--- config.mk ---
export PLATFORM = sky130hd
export DESIGN_NAME = serial_addsub_ctrl
export DESIGN_NICKNAME = d
export VERILOG_FILES = /design/src/rtl/serial_addsub_ctrl_pkg.sv /design/src/rtl/addsub_slice.sv /design/src/rtl/serial_addsub_ctrl.sv
export SDC_FILE = /design/constraint.sdc
export NUM_CORES = 1
export LEC_CHECK = 0
export CORE_ASPECT_RATIO = 1.5
export CORE_MARGIN = 2
export CORE_UTILIZATION = 29
export CTS_CLUSTER_DIAMETER = 120
export DETAILED_ROUTE_END_ITERATION = 10
export PLACE_DENSITY = 0.57
export SLEW_MARGIN = 20
export SYNTH_ARGS = -nofsm -noshare
export SYNTH_HDL_FRONTEND = slang
export SYNTH_SLANG_ARGS = --single-unit
--- constraint.sdc ---
create_clock -name clk -period 3.1 [get_ports clk]
set_input_delay 0.62 -clock clk [delete_from_list [all_inputs] [get_ports clk]]
set_output_delay 0.62 -clock clk [all_outputs]
set_load 0.02 [all_outputs]
--- src/rtl/serial_addsub_ctrl_pkg.sv ---
// serial_addsub_ctrl_pkg: shared widths and FSM encoding for the serial add/sub controller
package serial_addsub_ctrl_pkg;
  localparam int SLICE_W = 5;
  localparam int NUM_SLICES = 4;
  localparam int W = SLICE_W * NUM_SLICES;
  localparam int IDX_W = 2;
  typedef enum logic [1:0] {
    IDLE = 2'd0,
    RUN  = 2'd1,
    DONE = 2'd2
  } state_t;
endpackage

--- src/rtl/addsub_slice.sv ---
// addsub_slice: combinational ripple add/sub slice exposing carry into the MSB for overflow
module addsub_slice
  import serial_addsub_ctrl_pkg::*;
(
  input  logic [SLICE_W-1:0] a,
  input  logic [SLICE_W-1:0] b,
  input  logic               invert,
  input  logic               cin,
  output logic [SLICE_W-1:0] sum,
  output logic               cout,
  output logic               c_msb_in
);
  logic [SLICE_W-1:0] bx;
  logic [SLICE_W-1:0] lo;
  logic [1:0]         hi;
  assign bx = b ^ {SLICE_W{invert}};
  assign lo = {1'b0, a[SLICE_W-2:0]} + {1'b0, bx[SLICE_W-2:0]} + {{(SLICE_W-1){1'b0}}, cin};
  assign c_msb_in = lo[SLICE_W-1];
  assign hi = {1'b0, a[SLICE_W-1]} + {1'b0, bx[SLICE_W-1]} + {1'b0, c_msb_in};
  assign sum = {hi[0], lo[SLICE_W-2:0]};
  assign cout = hi[1];
endmodule

--- src/rtl/serial_addsub_ctrl.sv ---
// serial_addsub_ctrl: 20-bit add/sub by four passes through one 5-bit slice with a registered carry
module serial_addsub_ctrl
  import serial_addsub_ctrl_pkg::*;
(
  input  logic         clk,
  input  logic         rst_n,
  input  logic         start,
  input  logic         op_sub,
  input  logic [W-1:0] x,
  input  logic [W-1:0] y,
  output logic         busy,
  output logic         done,
  output logic [W-1:0] result,
  output logic         carry_out,
  output logic         overflow
);
  state_t             state, state_next;
  logic [IDX_W-1:0]   idx;
  logic               carry_reg;
  logic               op_r;
  logic [W-1:0]       xr, yr, acc, acc_next;
  logic [SLICE_W-1:0] sum;
  logic               cout, c_msb_in;
  logic               last;
  assign last = idx == IDX_W'(NUM_SLICES - 1);
  assign busy = state == RUN;
  assign done = state == DONE;
  addsub_slice u_slice (
    .a        (xr[idx*SLICE_W +: SLICE_W]),
    .b        (yr[idx*SLICE_W +: SLICE_W]),
    .invert   (op_r),
    .cin      (carry_reg),
    .sum      (sum),
    .cout     (cout),
    .c_msb_in (c_msb_in)
  );
  // merge the slice just computed so the final edge can publish the full word
  always_comb begin
    acc_next = acc;
    acc_next[idx*SLICE_W +: SLICE_W] = sum;
  end
  // state register
  always_ff @(posedge clk or negedge rst_n)
    if (!rst_n) state <= IDLE;
    else state <= state_next;
  // next-state: start only honoured in IDLE, DONE lasts exactly one cycle
  always_comb begin
    state_next = state;
    case (state)
      IDLE:    state_next = start ? RUN : IDLE;
      RUN:     state_next = last ? DONE : RUN;
      default: state_next = IDLE;
    endcase
  end
  // operand latch, per-pass carry/index stepping, and result publish on the last pass
  always_ff @(posedge clk or negedge rst_n) begin
    if (!rst_n) begin
      xr <= '0;
      yr <= '0;
      op_r <= 1'b0;
      idx <= '0;
      carry_reg <= 1'b0;
      acc <= '0;
      result <= '0;
      carry_out <= 1'b0;
      overflow <= 1'b0;
    end else if (state == IDLE && start) begin
      xr <= x;
      yr <= y;
      op_r <= op_sub;
      idx <= '0;
      carry_reg <= op_sub;
      acc <= '0;
    end else if (state == RUN) begin
      acc <= acc_next;
      carry_reg <= cout;
      idx <= idx + 1'b1;
      if (last) begin
        result <= acc_next;
        carry_out <= cout;
        overflow <= c_msb_in ^ cout;
      end
    end
  end
endmodule

* Word level (Yosys, flattened, before mapping)
Cells that the tools add are included.
Storage, ports and cells: input port bits 44, logic and storage cells 41, output and inout port bits 24, register bits after elaboration 88
Cells by class: equal/unequal tests 3, reductions and logical operators 4, bitwise logic cells 3, add/sub/neg operators 6, shift operators 4, multiplexer cells 10, multipliers 1
Operator list (number):
- $mux W20 | 2
- $shiftx A20 B6 Y5 | 2
- $neg A5 Y34 | 1
- $shift A5 B34 Y20 const A | 1
- $shiftx A5 B34 Y20 | 1
- $bwmux W20 | 1
- $mux W2 | 3
- $add A4 B4 Y5 | 1
- $add A5 B1 Y5 | 1
- $mul A2 B3 Y5 const B | 1
- $xor A5 B5 Y5 | 1
- $eq A2 B2 Y1 const B | 2
- $pmux W2 S2 | 1
- $mux W1 | 3
- $reduce_and A3 Y1 | 1
- $add A1 B1 Y2 | 1
- $add A2 B1 Y2 | 1
- $add A2 B1 Y2 const B | 1
- $eq A2 B1 Y1 const B | 1
- $logic_not A2 Y1 | 1
- $reduce_bool A2 Y1 | 1
- $logic_and A1 B1 Y1 | 1
- $not A1 Y1 | 1
- $xor A1 B1 Y1 | 1

* Depth between registers and ports, before layout
Gate-level depths: netlist of the first run.
depth after elaboration 10, mapped depth 13, depth with buffers taken out 10

* Hierarchy
A second synthesis of the first run with hierarchy kept.
Unflattened totals: cells, all modules 328, area, all modules 4160.2 sq um
By module, submodules not included:
- serial_addsub_ctrl | instances 1, area an instance 3945.0 sq um, cells an instance 305
- addsub_slice | instances 1, area an instance 215.2 sq um, cells an instance 23

* Worst setup path after synthesis of the first run
Ideal clock, no wire load.
kind reg2reg, start register idx[0], end register result[19], path buffers 3, stages on the path, launching flop included 14, data required time 2974 ps, slack -212 ps, data arrival time 3186 ps, path through dfrtp_1 buf_6 buf_12 mux4_1 xnor2_1 fa_1 inv_1 fa_1 nand3_1 nand2_1 fa_1 buf_1 a221oi_1 nor2_1
Between the ends: word-level cells in the longest chain between the ends 8
Ends and longest elaborated chain:
- start: declaration | line serial_addsub_ctrl.sv:18 | logic [IDX_W-1:0] idx;
- start signal: assignment | line serial_addsub_ctrl.sv:77 | idx <= idx + 1'b1;
- $mul A2 B3 Y5 | line serial_addsub_ctrl.sv:29, serial_addsub_ctrl.sv:30, serial_addsub_ctrl.sv:40
- $shiftx A20 B6 Y5 | line serial_addsub_ctrl.sv:30 | .b (yr[idx*SLICE_W +: SLICE_W]),
- $xor A5 B5 Y5 | line addsub_slice.sv:16 | assign bx = b ^ {SLICE_W{invert}};
- $add A4 B4 Y5 | line addsub_slice.sv:17 | assign lo = {1'b0, a[SLICE_W-2:0]} + {1'b0, bx[SLICE_W-2:0]} + {{(SLICE_W-1){1'b0}}, cin};
- $add A5 B1 Y5 | line addsub_slice.sv:17
- $add A2 B1 Y2 | line addsub_slice.sv:19 | assign hi = {1'b0, a[SLICE_W-1]} + {1'b0, bx[SLICE_W-1]} + {1'b0, c_msb_in};
- $shiftx A5 B34 Y20 | line serial_addsub_ctrl.sv:40 | acc_next[idx*SLICE_W +: SLICE_W] = sum;
- $bwmux W20 | line serial_addsub_ctrl.sv:40
- end signal: assignment | line serial_addsub_ctrl.sv:79 | result <= acc_next;
- end: declaration | line serial_addsub_ctrl.sv:13 | output logic [W-1:0] result,
Parallel ways exist; a longest one is shown, timed or not. A chain may end at the register's enable or synchronous reset.

* Worst setup path in the final report of the first run
start register idx[0], end register result[9]
Same word-level chain as after synthesis.

==> results by group, run 1 <==
CTS
  • Clock tree buffer depth: 2
  • Number of H-tree levels: 3
  • Clock latency of the later-clocked register in the worst-skew pair: 0.35 ns
  • Cts-stage hold buffer count: 0
  • Clock transition at the register clock pins on the worst setup and hold paths after CTS: 0.06 ns
  • Number of clock buffers inserted by TritonCTS: 9
  • Clock tree from TritonCTS: yes
  • Sink Count: about 90
  • Root buffer selected by CTS: clkbuf_16

Finish
  • Layout cells sized above 1: 0.228
  • Layout Nets: between 400 and 500
  • Multi-input logic area: 0.00186 mm^2
  • Number of antenna diodes: 0
  • Final cell area excluding filler cells: 0.00540 mm^2
  • Area overhead of the layout relative to synthesis: 29.1%
  • FILL cells: 1419
  • Sequential cell area: approximately 0.0022 mm^2

Yosys
  • Top flip-flop cell by instance count after synthesis: dfrtp_1
  • Synth Area in Simple Gates: 0.0895
  • Post-synth ARST share: 1.00
  • Share of synthesized cell area in full adder, half adder and majority cells: 0.0413
  • Multiplexer share of the synthesized area: 0.173
  • Synth warn: 0
  • Avg Inst Size Synth: ~13 um^2
  • Fraction of synthesized cell area in xor and xnor cells: 0.0147
  • Sequential-to-total area share from yosys stat: 0.527
  • Mapped Area: around 0.0042 mm^2
  • Main combinational cell family by area after synthesis: multiplexers
  • Synthesized netlist cell count: around 310
  • Synthesis-stage register bit count: slightly below 90
  • EDFF count, synth: 0
  • Complex-gate fraction of the synthesized area: 0.113
  • Number of unique standard cell types used by synthesis: 41
  • Total nets after synthesis: approximately 370

Critical path
  • CP Data Arrival Time: 3.21 ns
  • Critical Path Source Type: flop
  • Destination of the critical timing path: result[9]
  • CP Launch Point: idx[0]
  • Worst setup slack for register-to-register paths: 0.11 ns
  • Endpoint of the lowest-slack register-to-register path: result[9]
  • Register-to-Register Path Depth: 9
  • Worst reg2reg path startpoint: idx[0]
  • Highest fanout seen on the critical path: 8
  • Type of the worst setup path: reg -> reg
  • Required arrival time at the worst endpoint: roughly 3.3 ns
  • Crit. End Element: flop

Drt
  • Vias per cell: a little under 5
  • First-iteration detailed-routing DRC count: 96
  • Number of DRC violations after detailed routing: 0
  • Routed Wire Length: between 9 and 10 mm
  • Detail Route Antenna Nets: 0
  • Pre-antenna DRT Iters: 4
  • Drt wl/cell: around 17 um
  • Number of vias in the routed layout: between 2000 and 3000

Timing
  • Worst-Margin Slew: 0.808 ns
  • Final count of negative-setup-slack endpoints: 0
  • Achievable clock frequency: 0.335 GHz
  • Max-slew violations: 0
  • Post-layout minimum cycle time: between 2 and 3 ns
  • Final hold viol count: 0
  • Worst clock skew on the final layout: approximately 0.0086 ns
  • Tightest slew margin relative to the limit: 0.461
  • Hold Worst Slack: between 0.3 and 0.4 ns
  • Setup repair after global routing missed its margin: yes
  • Portion of the clock cycle consumed by the worst path in the final layout: 0.963

Hold path
  • Type of the worst min-delay path: in -> async

Die
  • Full die area: ~0.015 mm^2
  • Initial Util: 0.297
  • Vertical die dimension: 151 um
  • Top-level I/O count: just under 70
  • Number of standard-cell rows in the floorplan: between 50 and 60
  • Die width: approximately 100 um
  • Area of the core: between 0.01 and 0.015 mm^2

Global route
  • GRT Resource Usage Total: 0.139
  • Wire length of the first global-routing pass: approximately 16 mm
  • Vias in the first global route: ~3000
  • Pin count of the biggest net entering global routing: 89
  • Global route overflow: 0
  • Antenna violations before repair: 0

Run status
  • Result of the run: finished, final reports clean

Place
  • HPWL reported at the end of detailed placement: roughly 7.0 mm
  • Cell Area, Placed: just over 0.005 mm^2
  • Final RePlAce weighted congestion: 0.760
  • Count of port buffers added during placement: 67

Flow run
  • Count of maximum capacitance violations: 0
[synthesized netlist by cell type (2+ instances only)]
cell,number,share of area
dfrtp_1,88,0.53
mux2_2,38,0.10
nor2_1,37,0.033
a221oi_1,16,0.034
a32o_1,12,0.029
a21oi_1,10,0.012
mux4_1,10,0.063
nand2_1,10,0.0090
ha_1,9,0.027
inv_1,9,0.0081
a22o_1,7,0.015
a21o_1,5,0.0090
buf_2,5,0.0060
nand3_1,5,0.0060
xor2_1,5,0.010
buf_4,4,0.0072
o21ai_0,4,0.0048
buf_1,3,0.0027
fa_1,3,0.014
inv_2,3,0.0027
mux2_1,3,0.0081
nor4b_4,3,0.017
a22o_2,2,0.0048
clkbuf_8,2,0.0066
nand2b_1,2,0.0030
xnor2_1,2,0.0042
[through the flow]
step | TNS, ns | setup WS [ns] | instances | utilization
after floorplan | 0 | 0.00991 | 312 | -
after global placement | 0 | 0.0161 | 561 | 0.360
after detailed placement | -0.117 | -0.0401 | 561 | 0.360
after CTS | 0 | 0.0311 | 577 | 0.383
after global routing | -0.00893 | -0.00825 | 578 | 0.384
final | 0 | 0.113 | 578 | 0.384
[critical path, stage by stage (launching register included)]
cell	delay, ns
dfrtp_2	0.41
buf_4	0.15
mux4_1	0.58
xor2_1	0.21
fa_2	0.44
nand3_2	0.09
nand2_2	0.07
fa_2	0.59
a221oi_2	0.26
nor2_1	0.08
[cells by family (layout without fill, tap and decap cells)]
kind of cell               after synthesis  in the layout
muxes                                   51             51
xor gates and xnor gates                 7              7
buffers and inverters                   29            103
AOI/OAI and AO/OA                       59             59
adders and majority gates               12             12
and+or+nand+nor                         66             66
DFF                                     88             88
[area by class of cell]
type	instances	area share
Inverter	12	0.00834
Multi-Input combinational cell	195	0.344
Timing Repair Buffer	75	0.136
Sequential cell	88	0.408
Clock inverter	2	0.00649
Clock buffer	14	0.0526
Tap cell	192	0.0445
[how the worst min path moves through the flow]
stage              start    endpoint  slack, ns  cells past startpoint
5_1_grt            rst_n  result[15]       0.41                      1
2_1_floorplan      rst_n      acc[0]       0.32                      0
3_5_place_dp      yr[18]      yr[18]       0.47                      1
6_report           rst_n  result[15]       0.33                      1
3_3_place_gp   carry_out   carry_out       0.47                      2
4_1_cts         overflow    overflow       0.49                      2
[cell usage in the layout, fill, tap and decap left out, types with 5 or more instances in the layout]
master / instances
mux2_2: 38
inv_1: 9
a22o_1: 7
clkdlybuf4s50_1: 66
a21o_1: 5
dfrtp_1: 87
a21oi_1: 9
mux4_1: 9
a221oi_1: 12
a32o_1: 12
ha_1: 9
nand2_1: 9
buf_4: 8
nor2_1: 37
xor2_1: 5
clkbuf_16: 9
[metal layers]
layer | up-vias | routed length [um] | global-route usage
met5 | - | 0 | 0
met4 | 0 | 184 | 0.0560
met3 | 15 | 409 | 0.0281
met2 | 64 | 5320 | 0.241
met1 | 1423 | 3940 | 0.167
li1 | 1286 | - | -
[what timing repair did]
action                                  CTS  global route
pin swaps                                 0             3
endpoints found under the setup margin    7             8
buffers inserted                          0             1
hold endpoints to repair                  0             0
resized for setup                         1             2
Power of run 1 is not shown: default switching activity piles up to over one toggle a cycle in this logic, so the estimate is an artifact.
==> run 2: changes to the inputs <==
- PLACE_DENSITY: 0.57 -> 0.56
- clock period: 3.1 -> 2.9 ns (I/O delays scaled with it)
==> results by group, run 2 (synthesis gave the netlist of run 1 again) <==
Global route
  • Antenna violations before repair: 0 (unchanged)
  • Pin count of the biggest net entering global routing: 89 (unchanged)
  • Global route overflow: 0 (unchanged)
  • GRT Resource Usage Total: 0.137 (-0.00164)
  • Vias in the first global route: 3030 (+2.5%)
  • Wire length of the first global-routing pass: 16.1 mm (-0.51%)

Critical path
  • Critical Path Source Type: flop
  • Type of the worst setup path: reg -> reg
  • Crit. End Element: flop
  • List of cells traversed by the critical path: mux4_2 -> xnor2_2 -> fa_2 -> inv_2 -> fa_2 -> nand3_2 -> nand2_2 -> fa_2 -> buf_6 -> a221oi_2 -> nor2_1
  • Crit-path slowest cell: mux4_2
  • Most common cell on crit path: fa_2
  • CP Data Arrival Time: 3.11 ns (-0.10 ns)
  • Worst path max stage delay: 0.55 ns (-0.04 ns)
  • Highest fanout seen on the critical path: 8 (unchanged)
  • Required arrival time at the worst endpoint: 3.12 ns (-0.21 ns)

Timing
  • Tightest slew margin relative to the limit: 0.601 (+0.140)
  • Final count of negative-setup-slack endpoints: 0 (unchanged)
  • Final worst-path setup slack: 0.00731 ns (-0.106 ns)
  • Max-slew violations: 0 (unchanged)
  • Achievable clock frequency: 0.346 GHz (+3.3%)
  • Worst clock skew on the final layout: 0.00415 ns (-0.00449 ns)
  • Worst-Margin Slew: 0.596 ns (-0.212 ns)
  • Post-layout minimum cycle time: 2.89 ns (-0.0941 ns)
  • Accumulated negative setup slack: 0 ns (unchanged)
  • Final hold viol count: 0 (unchanged)
  • Setup repair after global routing missed its margin: yes
  • Portion of the clock cycle consumed by the worst path in the final layout: 0.997 (+0.0340)

CTS
  • Number of H-tree levels: 3 (unchanged)
  • Clock latency of the later-clocked register in the worst-skew pair: 0.33 ns (-0.02 ns)
  • Number of clock buffers inserted by TritonCTS: 9 (unchanged)
  • Sink Count: 88 (unchanged)
  • Clock transition at the register clock pins on the worst setup and hold paths after CTS: 0.06 ns (about the same)
  • Clock tree from TritonCTS: yes
  • Cts-stage hold buffer count: 0 (unchanged)
  • Root buffer selected by CTS: clkbuf_16
  • Clock tree buffer depth: 2 (unchanged)

Place
  • Final RePlAce weighted congestion: 0.824 (+8.4%)
  • HPWL reported at the end of detailed placement: 6.94 mm (-0.90%)
  • Count of port buffers added during placement: 67 (unchanged)
  • Setup Slack @ Placement: -0.102 ns (-0.0616 ns)

Finish
  • Commonest non-fill, non-tap cell in the layout: dfrtp_1
  • Multi-input logic area: 0.00188 mm^2 (+1.3%)
  • Area overhead of the layout relative to synthesis: 33.3%
  • Layout cells sized above 1: 0.271 (+0.0434)
  • Sequential cell area: 0.00220 mm^2 (about the same)
  • Number of antenna diodes: 0 (unchanged)
  • Post-layout util: 0.396 (+0.0125)
  • Most used cells in the layout excluding fill and tap cells: dfrtp_1, clkdlybuf4s50_1, mux2_2
  • FILL cells: 1416 (-0.21%)
  • Layout Nets: 450 (+3.0%)

Drt
  • Routed Wire Length: 9.53 mm (-3.3%)
  • Pre-antenna DRT Iters: 5 (+1)
  • First-iteration detailed-routing DRC count: 122 (+27%)
  • Detail Route Antenna Nets: 0 (unchanged)
  • Drt wl/cell: 16.1 um (-5.3%)
  • Vias per cell: 4.77 (-1.0%)
  • Number of vias in the routed layout: 2817 (+1.0%)
  • Number of DRC violations after detailed routing: 0 (unchanged)

Hold path
  • Type of the worst min-delay path: in -> async

Die
  • Full die area: 0.0154 mm^2 (unchanged)
  • Initial Util: 0.297 (unchanged)
  • Top-level I/O count: 68 (unchanged)
  • Vertical die dimension: 151 um (unchanged)
  • Number of standard-cell rows in the floorplan: 53 (unchanged)
  • Die width: 102 um (unchanged)
  • Area of the core: 0.0141 mm^2 (unchanged)

Flow run
  • Count of maximum capacitance violations: 0 (unchanged)

Run status
  • Result of the run: finished, final reports clean
run 2: timing repair:
item,in CTS,in global routing
pin swaps,2,3
setup buffers,1,1
gates resized for setup,7,5
setup endpoints to repair,12,15
run 2: final cells by class:
cell class              count  share of cell area
clock buffers              13              0.0503
clock inverters             2              0.0108
inverters                  12             0.00808
multi-input cells         195               0.338
flip-flops and latches     88               0.395
well taps                 192              0.0431
repair buffers             88               0.155
run 2: routing by layer:
layer | global-route usage | up-vias | wire (um)
li1 | - | 1311 | -
met3 | 0.0194 | 15 | 340
met1 | 0.165 | 1416 | 3860
met4 | 0.0627 | 0 | 235
met2 | 0.240 | 75 | 5090
met5 | 0 | - | 0
run 2: through the flow:
step	instances	hold slack [ns]	instance area (um^2)
3_3_place_gp	573	0.464	5170
5_1_grt	590	0.315	5570
2_1_floorplan	312	0.284	4230
4_1_cts	589	0.294	5540
6_report	590	0.269	5570
3_5_place_dp	573	0.470	5170
run 2: path summary, 6_finish.rpt:
path	start	endpoint	slack [ns]	cells after the start
worst max-delay path	idx[0]	result[19]	0.007	11
worst min-delay path	rst_n	result[15]	0.27	2
worst max register to register	idx[0]	result[19]	0.007	11
worst min register to register	carry_out	carry_out	0.48	2
max in group asynchronous	rst_n	xr[4]	2.26	2
min in group clk	carry_out	carry_out	0.48	2
run 2: worst max-delay path, delay by kind of cell, from the launching register on:
kind                       cells  cell delay, ns
AOI/OAI and AO/OA              1            0.22
xor gates and xnor gates       1            0.16
adders and majority gates      3            1.01
buffers and inverters          2            0.23
DFF                            1            0.40
muxes                          1            0.55
and+or+nand+nor                3            0.20
Power of run 2 is left out for the same reason.
==> run 3: changes to the inputs <==
- CORE_UTILIZATION: 29 -> 33
- PLACE_DENSITY: 0.56 -> 0.63
- clock period: 2.9 -> 2.6 ns (I/O delays scaled with it)
==> results by group, run 3 (synthesis gave the netlist of run 1 again) <==
Drt
  • Number of vias in the routed layout: 2876 (+2.1%)
  • First-iteration detailed-routing DRC count: 149 (+22%)
  • Pre-antenna DRT Iters: 4 (-1)
  • Drt wl/cell: 16.9 um (+4.4%)
  • Detail Route Antenna Nets: 0 (unchanged)
  • Number of DRC violations after detailed routing: 0 (unchanged)
  • Vias per cell: 5.16 (+8.1%)
  • Routed Wire Length: 9.39 mm (-1.4%)

Global route
  • Vias in the first global route: 3167 (+4.5%)
  • Wire length of the first global-routing pass: 15.6 mm (-3.1%)
  • Pin count of the biggest net entering global routing: 47 (-47%)
  • Antenna violations before repair: 0 (unchanged)
  • Global route overflow: 0 (unchanged)
  • GRT Resource Usage Total: 0.150 (+0.0128)

Die
  • Number of standard-cell rows in the floorplan: 50 (-5.7%)
  • Top-level I/O count: 68 (unchanged)
  • Initial Util: 0.336 (+0.0384)
  • Vertical die dimension: 142 um (-6.1%)
  • Area of the core: 0.0124 mm^2 (-11%)
  • Full die area: 0.0136 mm^2 (-12%)
  • Die width: 95.9 um (-6.0%)

Place
  • Cell Area, Placed: 0.00521 mm^2 (+0.63%)
  • Final RePlAce weighted congestion: 0.807 (-2.1%)
  • Count of port buffers added during placement: 67 (unchanged)
  • Setup Slack @ Placement: -0.405 ns (-0.304 ns)
  • HPWL reported at the end of detailed placement: 6.93 mm (-0.22%)

Finish
  • Post-layout util: 0.451 (+0.0546)
  • Layout cells sized above 1: 0.314 (+0.0429)
  • Multi-input logic area: 0.00198 mm^2 (+5.2%)
  • Layout Nets: 453 (+0.67%)
  • Number of antenna diodes: 0 (unchanged)
  • Area overhead of the layout relative to synthesis: 34.3%
  • Sequential cell area: 0.00220 mm^2 (about the same)
  • Final cell area excluding filler cells: 0.00561 mm^2 (+0.74%)
  • FILL cells: 1149 (-19%)
  • Most used cells in the layout excluding fill and tap cells: dfrtp_1, clkdlybuf4s50_1, mux2_2
  • Commonest non-fill, non-tap cell in the layout: dfrtp_1

Timing
  • Setup repair after global routing missed its margin: yes
  • Portion of the clock cycle consumed by the worst path in the final layout: 1.13 (+0.133)
  • Max-slew violations: 0 (unchanged)
  • Accumulated negative setup slack: -3.76 ns (-3.76 ns)
  • Final hold viol count: 0 (unchanged)
  • Post-layout minimum cycle time: 2.94 ns (+0.0472 ns)
  • Worst-Margin Slew: 0.674 ns (+0.0780 ns)
  • Final worst-path setup slack: -0.340 ns (-0.347 ns)
  • Worst clock skew on the final layout: 0.00688 ns (+0.00272 ns)
  • Final count of negative-setup-slack endpoints: 22 (+22)
  • Achievable clock frequency: 0.340 GHz (-1.6%)
  • Tightest slew margin relative to the limit: 0.549 (-0.0522)

Critical path
  • Crit. End Element: flop
  • Highest fanout seen on the critical path: 8 (unchanged)
  • Endpoint of the lowest-slack register-to-register path: result[19]
  • Crit-path slowest cell: fa_2
  • Most common cell on crit path: fa_2
  • Register-to-Register Path Depth: 10 (-1)
  • Worst reg2reg path startpoint: idx[0]
  • Critical Path Source Type: flop
  • List of cells traversed by the critical path: mux4_2 -> xnor2_2 -> fa_2 -> inv_2 -> fa_2 -> nand3_2 -> nand2_2 -> fa_2 -> a221oi_2 -> nor2_1
  • CP Data Arrival Time: 3.16 ns (+0.05 ns)
  • Delay-heaviest family, CP: adder cells
  • Type of the worst setup path: reg -> reg
  • Worst setup slack for register-to-register paths: -0.34 ns (-0.35 ns)
  • Buffer and inverter count on the worst path: 1 (-1)
  • Required arrival time at the worst endpoint: 2.82 ns (-0.30 ns)
  • Worst path max stage delay: 0.57 ns (+0.02 ns)

Flow run
  • Count of maximum capacitance violations: 0 (unchanged)

Hold path
  • Type of the worst min-delay path: in -> async

Run status
  • Violated checks: setup timing
  • Result of the run: finished, violations left

CTS
  • Clock tree buffer depth: 2 (unchanged)
  • Root buffer selected by CTS: clkbuf_16
  • Clock tree from TritonCTS: yes
  • Clock transition at the register clock pins on the worst setup and hold paths after CTS: 0.06 ns (about the same)
  • Clock latency of the later-clocked register in the worst-skew pair: 0.34 ns (about the same)
  • Number of H-tree levels: 3 (unchanged)
  • Sink Count: 88 (unchanged)
  • Number of clock buffers inserted by TritonCTS: 9 (unchanged)
## run 3: cell count changes in the layout (fill, tap and decap cells not counted), sizes merged
cell / change
buf: +3
bufinv: -1
clkbuf: -2
clkinv: +3
## run 3: layer usage
layer | track usage | wire length [um] | vias up
met1 | 0.170 | 3770 | 1478
met5 | 0 | 0 | -
li1 | - | - | 1315
met4 | 0.0669 | 237 | 0
met3 | 0.0297 | 339 | 18
met2 | 0.266 | 5050 | 65
## run 3: final cells by class
class | instances | area share
Tap cell | 156 | 0.0348
Multi-Input combinational cell | 195 | 0.353
Timing Repair Buffer | 91 | 0.161
Sequential cell | 88 | 0.392
Clock inverter | 4 | 0.00802
Inverter | 12 | 0.00802
Clock buffer | 11 | 0.0432
## run 3: worst max path at each step
stage	end	depth (start not counted)	startpoint
after floorplan	result[14]	13	idx[0]
after global placement	result[9]	11	idx[0]
after detailed placement	result[14]	11	idx[0]
after CTS	result[14]	10	idx[0]
after global routing	result[9]	10	idx[0]
final	result[19]	10	idx[0]
## run 3: repair_timing
| action | 4_1_cts | 5_1_grt |
|---|---|---|
| cloned | 0 | 0 |
| hold buffers | 0 | 0 |
| setup endpoints to repair | 31 | 31 |
| pin swaps | 9 | 9 |
| resized for setup | 18 | 5 |
| setup buffers | 2 | 1 |
## run 3: per-stage QoR
step / cells / hold WS (ns)
after floorplan: 312 / 0.224
after global placement: 540 / 0.468
after detailed placement: 540 / 0.472
after CTS: 556 / 0.209
after global routing: 557 / 0.224
final: 557 / 0.186
Power of run 3 is left out for the same reason.
